<file path="config.mk">
export PLATFORM = sky130hd
export DESIGN_NAME = fixed_point_vector_unit
export DESIGN_NICKNAME = d
export VERILOG_FILES = /design/src/rtl/fixed_point_vector_unit.sv
export SDC_FILE = /design/constraint.sdc
export NUM_CORES = 2
export LEC_CHECK = 0
export ABC_AREA = 0
export BUFFER_PORTS_ARGS = -buffer_cell sky130_fd_sc_hd__buf_2
export CORE_MARGIN = 2
export CORE_UTILIZATION = 40
export DETAILED_ROUTE_END_ITERATION = 7
export MAX_ROUTING_LAYER = met4
export SYNTH_ARGS = -nofsm -noshare
export SYNTH_HDL_FRONTEND = slang
export SYNTH_SLANG_ARGS = --single-unit
</file>
<file path="constraint.sdc">
create_clock -name clk -period 26.5 [get_ports clk]
set_clock_uncertainty 0.1 [all_clocks]
set_input_delay 2.65 -clock clk [delete_from_list [all_inputs] [get_ports clk]]
set_output_delay 2.65 -clock clk [all_outputs]
set_load 0.1 [all_outputs]
</file>
<file path="src/rtl/fixed_point_vector_unit.sv">
// fixed_point_vector_unit: multi-lane fixed-point vector pipe with vxrm/vxsat.
// Define FXP_SMUL_EN to build in the SMUL multiplier; otherwise SMUL is illegal.
module fixed_point_vector_unit #(
    parameter int ELEN  = 32,
    parameter int LANES = 2,
    parameter int VL_W  = 8
) (
    input  logic                  clk,
    input  logic                  rst,
    input  logic                  start,
    input  logic [3:0]            op,
    input  logic [1:0]            sew,
    input  logic [1:0]            vxrm,
    input  logic [VL_W-1:0]       vl,
    input  logic                  vm,
    input  logic                  in_valid,
    output logic                  in_ready,
    input  logic [LANES*ELEN-1:0] in_a,
    input  logic [LANES*ELEN-1:0] in_b,
    input  logic [LANES*ELEN-1:0] in_old,
    input  logic [LANES-1:0]      in_mask,
    output logic                  out_valid,
    input  logic                  out_ready,
    output logic [LANES*ELEN-1:0] out_data,
    input  logic                  clr_vxsat,
    output logic                  vxsat,
    output logic                  busy,
    output logic                  done,
    output logic                  illegal
);
    localparam int W       = 2 * ELEN + 2;
    localparam int DW      = $clog2(2 * ELEN);
    localparam int EW      = VL_W + 2;
    localparam int SEW_MAX = $clog2(ELEN / 8);

    localparam logic [3:0] SADDU = 4'd0, SADD = 4'd1, SSUBU = 4'd2, SSUB = 4'd3;
    localparam logic [3:0] AADDU = 4'd4, AADD = 4'd5, ASUBU = 4'd6, ASUB = 4'd7;
    localparam logic [3:0] SMUL = 4'd8, SSRL = 4'd9, SSRA = 4'd10;
    localparam logic [3:0] NCLIPU = 4'd11, NCLIP = 4'd12;

    typedef enum logic [1:0] {IDLE, RUN, DRAIN} state_t;

    typedef struct packed {
        logic [W-1:0] sh;
        logic         half;
        logic         low;
    } raw_t;

    function automatic logic signed [W-1:0] ext(
        input logic [2*ELEN-1:0] x, input int bits, input logic sgn);
        logic signed [W-1:0] t;
        t = {2'b00, x} << (W - bits);
        return sgn ? (t >>> (W - bits)) : (t >> (W - bits));
    endfunction

    function automatic raw_t lane_s1(
        input logic [ELEN-1:0] a, input logic [ELEN-1:0] b,
        input logic [3:0] o, input logic [1:0] s);
        int sb;
        int d;
        logic sg;
        logic nc;
        logic signed [W-1:0] va;
        logic signed [W-1:0] vb;
        logic signed [W-1:0] v;
        logic [W-1:0] hm;
`ifdef FXP_SMUL_EN
        logic signed [ELEN:0] ma;
        logic signed [ELEN:0] mb;
`endif
        raw_t r;
        sb = 8 << s;
        sg = (o == SADD) || (o == SSUB) || (o == AADD) || (o == ASUB) ||
             (o == SMUL) || (o == SSRA) || (o == NCLIP);
        nc = (o == NCLIPU) || (o == NCLIP);
        va = ext({{ELEN{1'b0}}, a}, nc ? 2 * sb : sb, sg);
        vb = ext({{ELEN{1'b0}}, b}, sb, sg);
`ifdef FXP_SMUL_EN
        ma = va[ELEN:0];
        mb = vb[ELEN:0];
`endif
        v = '0;
        d = 0;
        unique case (1'b1)
            (o == SADDU || o == SADD): v = va + vb;
            (o == SSUBU || o == SSUB): v = va - vb;
            (o == AADDU || o == AADD): begin
                v = va + vb;
                d = 1;
            end
            (o == ASUBU || o == ASUB): begin
                v = va - vb;
                d = 1;
            end
`ifdef FXP_SMUL_EN
            (o == SMUL): begin
                v = W'(ma) * W'(mb);
                d = sb - 1;
            end
`endif
            (o == SSRL || o == SSRA): begin
                v = va;
                d = int'(b[DW-1:0]) & (sb - 1);
            end
            nc: begin
                v = va;
                d = int'(b[DW-1:0]) & (2 * sb - 1);
            end
            default: v = '0;
        endcase
        hm = (W'(1) << d) >> 1;
        r.sh = v >>> d;
        r.half = |(v & hm);
        r.low = (d > 1) && |(v & (hm - W'(1)));
        return r;
    endfunction

    function automatic logic [ELEN:0] lane_s2(
        input raw_t r, input logic [3:0] o,
        input logic [1:0] s, input logic [1:0] rm);
        int sb;
        logic inc;
        logic sat;
        logic signed [W-1:0] v;
        logic signed [W-1:0] umax;
        logic signed [W-1:0] smax;
        logic signed [W-1:0] smin;
        sb = 8 << s;
        unique case (rm)
            2'd0:    inc = r.half;
            2'd1:    inc = r.half & (r.low | r.sh[0]);
            2'd2:    inc = 1'b0;
            default: inc = !r.sh[0] & (r.half | r.low);
        endcase
        v = $signed(r.sh) + $signed({{(W-1){1'b0}}, inc});
        umax = (W'(1) << sb) - W'(1);
        smax = (W'(1) << (sb - 1)) - W'(1);
        smin = -smax - W'(1);
        sat = 1'b0;
        if (o == SADDU || o == SSUBU || o == NCLIPU) begin
            if (v[W-1]) begin
                v = '0;
                sat = 1'b1;
            end else if (v > umax) begin
                v = umax;
                sat = 1'b1;
            end
        end else if (o == SADD || o == SSUB || o == SMUL || o == NCLIP) begin
            if (v > smax) begin
                v = smax;
                sat = 1'b1;
            end else if (v < smin) begin
                v = smin;
                sat = 1'b1;
            end
        end
        return {sat, ELEN'(v & umax)};
    endfunction

    state_t                state;
    logic [3:0]            op_q;
    logic [1:0]            sew_q;
    logic [1:0]            vxrm_q;
    logic [VL_W-1:0]       vl_q;
    logic                  vm_q;
    logic [VL_W-1:0]       beats;
    logic [EW-1:0]         elem;
    logic [VL_W:0]         vl_up;
    logic                  bad;
    logic                  stall;
    logic                  accept;
    logic                  sat_set;
    logic [LANES-1:0]      act;
    raw_t                  s1_in [LANES];
    logic                  s1_valid;
    logic [LANES-1:0]      s1_act;
    raw_t                  s1_raw [LANES];
    logic [LANES*ELEN-1:0] s1_old;
    logic [ELEN:0]         s2_r [LANES];
    logic [LANES*ELEN-1:0] s2_data;
    logic [LANES-1:0]      s2_sat;

    assign stall    = out_valid & ~out_ready;
    assign in_ready = (state == RUN) & ~stall;
    assign accept   = in_valid & in_ready;
    assign sat_set  = ~stall & s1_valid & |s2_sat;
    assign vl_up    = {1'b0, vl} + (VL_W+1)'(LANES - 1);

    // Reject unsupported op / element-width combinations at launch.
    always_comb begin
        bad = (op > NCLIP) || (int'(sew) > SEW_MAX) ||
              ((op == NCLIP || op == NCLIPU) && ((8 << sew) == ELEN));
`ifndef FXP_SMUL_EN
        if (op == SMUL) bad = 1'b1;
`endif
    end

    // Stage 1: raw sum/product/shift plus rounding bits, and lane activity.
    always_comb begin
        act = '0;
        for (int l = 0; l < LANES; l++) begin
            s1_in[l] = lane_s1(in_a[l*ELEN +: ELEN], in_b[l*ELEN +: ELEN],
                               op_q, sew_q);
            act[l] = (elem + EW'(l) < {2'b00, vl_q}) && (vm_q || in_mask[l]);
        end
    end

    // Stage 2: round, saturate, and merge inactive lanes from old vd.
    always_comb begin
        s2_data = '0;
        s2_sat = '0;
        for (int l = 0; l < LANES; l++) begin
            s2_r[l] = lane_s2(s1_raw[l], op_q, sew_q, vxrm_q);
            s2_sat[l] = s1_act[l] & s2_r[l][ELEN];
            s2_data[l*ELEN +: ELEN] = s1_act[l] ? s2_r[l][ELEN-1:0]
                                                : s1_old[l*ELEN +: ELEN];
        end
    end

    // Two-stage pipeline; both stages freeze while the output is stalled.
    always_ff @(posedge clk) begin
        if (rst) begin
            s1_valid <= 1'b0;
            s1_act <= '0;
            s1_old <= '0;
            out_valid <= 1'b0;
            out_data <= '0;
            for (int l = 0; l < LANES; l++) s1_raw[l] <= '0;
        end else if (!stall) begin
            s1_valid <= accept;
            if (accept) begin
                s1_act <= act;
                s1_old <= in_old;
                for (int l = 0; l < LANES; l++) s1_raw[l] <= s1_in[l];
            end
            out_valid <= s1_valid;
            if (s1_valid) out_data <= s2_data;
        end
    end

    // Sticky saturation flag; a set in the same cycle as a clear wins.
    always_ff @(posedge clk) begin
        if (rst) vxsat <= 1'b0;
        else if (sat_set) vxsat <= 1'b1;
        else if (clr_vxsat) vxsat <= 1'b0;
    end

    // Instruction sequencer: launch, count beats, wait for the last transfer.
    always_ff @(posedge clk) begin
        if (rst) begin
            state <= IDLE;
            busy <= 1'b0;
            done <= 1'b0;
            illegal <= 1'b0;
            op_q <= '0;
            sew_q <= '0;
            vxrm_q <= '0;
            vl_q <= '0;
            vm_q <= 1'b0;
            beats <= '0;
            elem <= '0;
        end else begin
            done <= 1'b0;
            illegal <= 1'b0;
            unique case (state)
                IDLE: if (start) begin
                    op_q <= op;
                    sew_q <= sew;
                    vxrm_q <= vxrm;
                    vl_q <= vl;
                    vm_q <= vm;
                    elem <= '0;
                    if (bad) begin
                        illegal <= 1'b1;
                        done <= 1'b1;
                    end else if (vl == '0) begin
                        done <= 1'b1;
                    end else begin
                        state <= RUN;
                        busy <= 1'b1;
                        beats <= VL_W'(vl_up / (VL_W+1)'(LANES));
                    end
                end
                RUN: if (accept) begin
                    beats <= beats - VL_W'(1);
                    elem <= elem + EW'(LANES);
                    if (beats == VL_W'(1)) state <= DRAIN;
                end
                DRAIN: if (out_valid && out_ready && !s1_valid) begin
                    state <= IDLE;
                    busy <= 1'b0;
                    done <= 1'b1;
                end
                default: state <= IDLE;
            endcase
        end
    end

endmodule
</file>
==> results summary <==
The total global routing track utilization is a little over two fifths. The final weighted congestion in routability-driven placement is around 1.1. The commonest register cell after synthesis is sky130_fd_sc_hd__dfxtp_1. The largest fanout on the critical path is between 50 and 60. After synthesis, the cell types taking the most area are sky130_fd_sc_hd__ha_1 12%, sky130_fd_sc_hd__edfxtp_1 7.8%, sky130_fd_sc_hd__a21oi_1 7.5%. After clock tree synthesis, the clock-pin slew on the worst setup and hold paths is around 70 ps. Dividing the synthesized area by the synthesized cell count gives between 6 and 7 sq um. The post-synthesis instance total came out at approximately 7,600. The overall power after layout is ~3.5 mW. The critical setup path kind is reg -> reg. The pin count of the biggest net entering global routing is between 90 and 100.

The buffer levels on the longest clock path is 3. The peak supply drop came out at between 40 and 50 uV. The number of antenna violations at the first check in global routing came to 16. Summing the areas of all and, or, nand and nor instances in the mapped netlist gives between 20 and 30% of the synthesized area. The clock period minus final worst setup slack came out at about 13,000 ps. The placeable core region is about 130,000 sq um. The count of yosys warnings during synthesis came out at 0.

Across all layers, the routed design uses 64,776 vias. The number of vias per cell after detailed routing is between 6 and 7. For the worst-skew pair, the clock arrives at the later sink with an insertion delay of approximately 600 ps. After synthesis, the largest family of logic cells by area is compound AO/OA/AOI/OAI gates.

After synthesis the cells add up to 52,600 sq um. The cell type with the highest occurrence count on the critical path is sky130_fd_sc_hd__buf_4. The biggest area contributor in the post-synthesis netlist is sky130_fd_sc_hd__ha_1. The worst register-to-register path ends at s1_raw[0][68].

After detailed placement, the design holds a cell count of about 9,400. The cell family contributing the most delay on the critical path is compound AO/OA/AOI/OAI gates. The power per cell area is approximately 62 nW/um^2. For this design, the CTS-stage hold fixing added 0 buffers. The top cell type's share of synthesized area is 11.9%.

The wire length after detailed routing came out at about 300,000 um. After detailed routing, the average wire length per cell comes to 31.6 um. The max-cap violation count is 0. In this run the critical register-to-register path is launched from op_q[3]. The cell sitting at the root of the clock tree is a sky130_fd_sc_hd__clkbuf_16. STA classifies the critical path endpoint as a flip-flop. The multiplexer fraction of the synthesized cell area came out at under 10%.

In this run the horizontal extent of the chip is between 300 and 400 um. In this run the count of I/O pins placed on the die edge is ~290. The largest single stage delay on the critical path is 1210 ps. The data required time at the worst endpoint came out at 26,710 ps. Buffers inserted during clock tree synthesis total 29.

Counting both buffers and inverters, the worst setup path holds a total of 4. The arrival time of data at the critical path endpoint came out at around 13,000 ps. The floorplan has about 130 rows. The residual antenna-violating net count after detailed routing is 0.

Summing the areas of all xor and xnor instances in the mapped netlist gives between 5 and 6% of the synthesized area. The effective utilization at floorplan came out at between 40% and 50%. Port buffering added approximately 290 buffers. The accumulated negative setup slack is 0 ps. Setup slack on the worst reg-to-reg path comes out at around 14,000 ps. The worst hold path terminates at s1_old[27]. Summing the areas of all compound-gate instances in the mapped netlist gives approximately 34% of the synthesized area. The cell depth of the worst flop-to-flop path came out at 28. The CTS sink count came out at between 300 and 400.

The area of the die is roughly 130,000 sq um. The maximum level of the CTS H-tree came out at 1. Headroom to the max-slew limit came out at 6.56%. After Yosys synthesis, full adders, half adders and majority gates account for 12.0% of the synthesized area. The transition time at the pin with the least slew margin came out at between 1000 and 1500 ps. The run finished with clean final reports. For this run the aggregate overflow at the end of global routing stands at 0. The sequential-to-total area share from yosys stat is 14.3%.

The proportion of layout cells with a drive suffix above 1 came out at a little under a tenth. The fmax came out at about 78 MHz. The number of endpoints with negative hold slack in the final report is 0. The layout overhead on the synthesized area came out at 8.51%. Before antenna repair, the detailed router went through 6 iterations. The post-route core utilization is a little over two fifths.

After clock tree synthesis, the setup repair step added 0 buffers. The via count of the first global-routing pass came to between 50,000 and 60,000. The fraction of synthesis flops using an asynchronous set or reset pin came out at 0%. The number of gates resized after cts is 0. Counting flops and latches in the post-synthesis netlist gives between 300 and 400. The min-delay analysis places its worst path in the category reg -> reg. The post-DP HPWL came out at roughly 230,000 um. Along the worst hold path, the cell count comes to 2. Among all stages on the critical path, the largest delay is contributed by sky130_fd_sc_hd__nor4_2.

The post-layout net count came out at approximately 8,400. The worst min-delay path startpoint is s1_old[27]. The floorplan die height is 367 um. The final-report setup violation count came out at 0. The TritonCTS clock tree is yes. Setup repair after global routing left no endpoint under its margin.

The first-pass GRT wire length came out at 426,000 um. For this design the static power due to leakage is ~23 nW. The number of max-slew violations in the final report is 0. The number of design rule violations left after detail routing is 0. In this run, synthesis inferred ~140 flip-flops with an integrated enable. The category of the worst setup path launch point is a flip-flop. The part of the cycle the worst path needs is 48.2%. The number of distinct library cell variants in the gate-level netlist after synthesis came out at 120. The finished layout holds around 9,500 standard cells, fillers aside. The violation count after the first detailed-route iteration came out at between 8,000 and 9,000.
==> how the worst max path moves through the flow <==
stage / startpoint / to / slack [ps] / cells after the start
finish: op_q[3] / s1_raw[0][68] / 13720 / 28
global route: op_q[3] / s1_raw[0][68] / 13360 / 28
CTS: op_q[3] / s1_raw[0][68] / 14130 / 28
detailed placement: op_q[3] / s1_raw[0][68] / 14220 / 28
global placement: op_q[3] / s1_raw[0][68] / 14280 / 29
floorplan: sew_q[0] / s1_raw[0][68] / 17730 / 33
==> power by group <==
part           internal, mW  switching, mW
combinational         0.739           1.81
sequential            0.524         0.0287
clock                 0.243          0.199
==> flip-flops by register name, indices dropped and copies added (netlist names) <==
register   count
beats          8
busy           1
done           1
elem           9
illegal        1
op_q           4
out_data      64
out_valid      1
s1_act         2
s1_old        64
s1_raw       136
s1_valid       1
sew_q          2
state          2
vl_q           8
vm_q           1
vxrm_q         2
vxsat          1
==> cell type report <==
class	count	area, sq um
clock inverter	17	176
antenna	18	45.0
multi-input combinational	6637	42700
tap	1755	2200
sequential	308	7540
timing repair buffer	481	2900
inverter	213	805
fill	13906	74000
clock buffer	36	793
==> logic make-up (layout without fill, tap and decap cells) <==
family | after synthesis | after routing
and+or+nand+nor | 2962 | 2962
AOI/OAI and AO/OA | 2757 | 2757
buffers and inverters | 727 | 747
adders and majority gates | 502 | 502
DFF | 308 | 308
xor gates and xnor gates | 307 | 307
muxes | 83 | 83
other | 2 | 44
==> metal layers <==
metal | vias up | share of wire [%] | global-route usage, %
met1 | 31001 | 42 | 57.0
met4 | 0 | 6.4 | 22.4
met3 | 876 | 10 | 8.29
li1 | 28822 | - | -
met2 | 4077 | 41 | 62.5
met5 | - | 0 | -
==> Yosys cell counts (71+ instances only) <==
cell / n
sky130_fd_sc_hd__nand4_1: 157
sky130_fd_sc_hd__nor2_1: 735
sky130_fd_sc_hd__edfxtp_1: 136
sky130_fd_sc_hd__o22ai_1: 78
sky130_fd_sc_hd__o211ai_1: 86
sky130_fd_sc_hd__a211oi_1: 166
sky130_fd_sc_hd__clkbuf_1: 414
sky130_fd_sc_hd__and3_1: 153
sky130_fd_sc_hd__nand2b_1: 84
sky130_fd_sc_hd__nor2b_1: 77
sky130_fd_sc_hd__xnor2_1: 197
sky130_fd_sc_hd__nand2_1: 890
sky130_fd_sc_hd__o21a_1: 71
sky130_fd_sc_hd__nand3_1: 239
sky130_fd_sc_hd__inv_1: 203
sky130_fd_sc_hd__a31oi_1: 138
sky130_fd_sc_hd__xor2_1: 110
sky130_fd_sc_hd__dfxtp_1: 172
sky130_fd_sc_hd__o21ai_0: 524
sky130_fd_sc_hd__a21o_1: 156
sky130_fd_sc_hd__ha_1: 499
sky130_fd_sc_hd__a21oi_1: 792
sky130_fd_sc_hd__nor3_1: 222
sky130_fd_sc_hd__and2_1: 75
==> worst reg2reg max path, delay by kind of cell (launching register included) <==
family / cells / cell delay, ps
buf+inv: 4 / 2060
flops: 1 / 680
compound gates: 11 / 4300
simple gates: 9 / 3380
mux: 1 / 370
fa+ha+maj: 3 / 1610
==> cells in the final DEF (no fill, tap or decap), drive strengths merged, types with 153 or more instances in the layout <==
master / n
a211oi: 170
xnor2: 197
ha: 499
inv: 215
nand3: 240
and3: 153
o21ai: 540
dfxtp: 172
nand2: 890
a21o: 156
buf: 481
nand4: 158
nor2: 738
a21oi: 798
nor3: 229
==> stage by stage <==
step	setup WS [ps]	hold slack (ps)	instance area, sq um
final	13720	357	57100
after global routing	13360	371	57100
after CTS	14130	357	57100
after detailed placement	14220	344	56100
after global placement	14280	342	56100
after floorplan	17730	332	52700
Power figures use the tool's default switching activity.
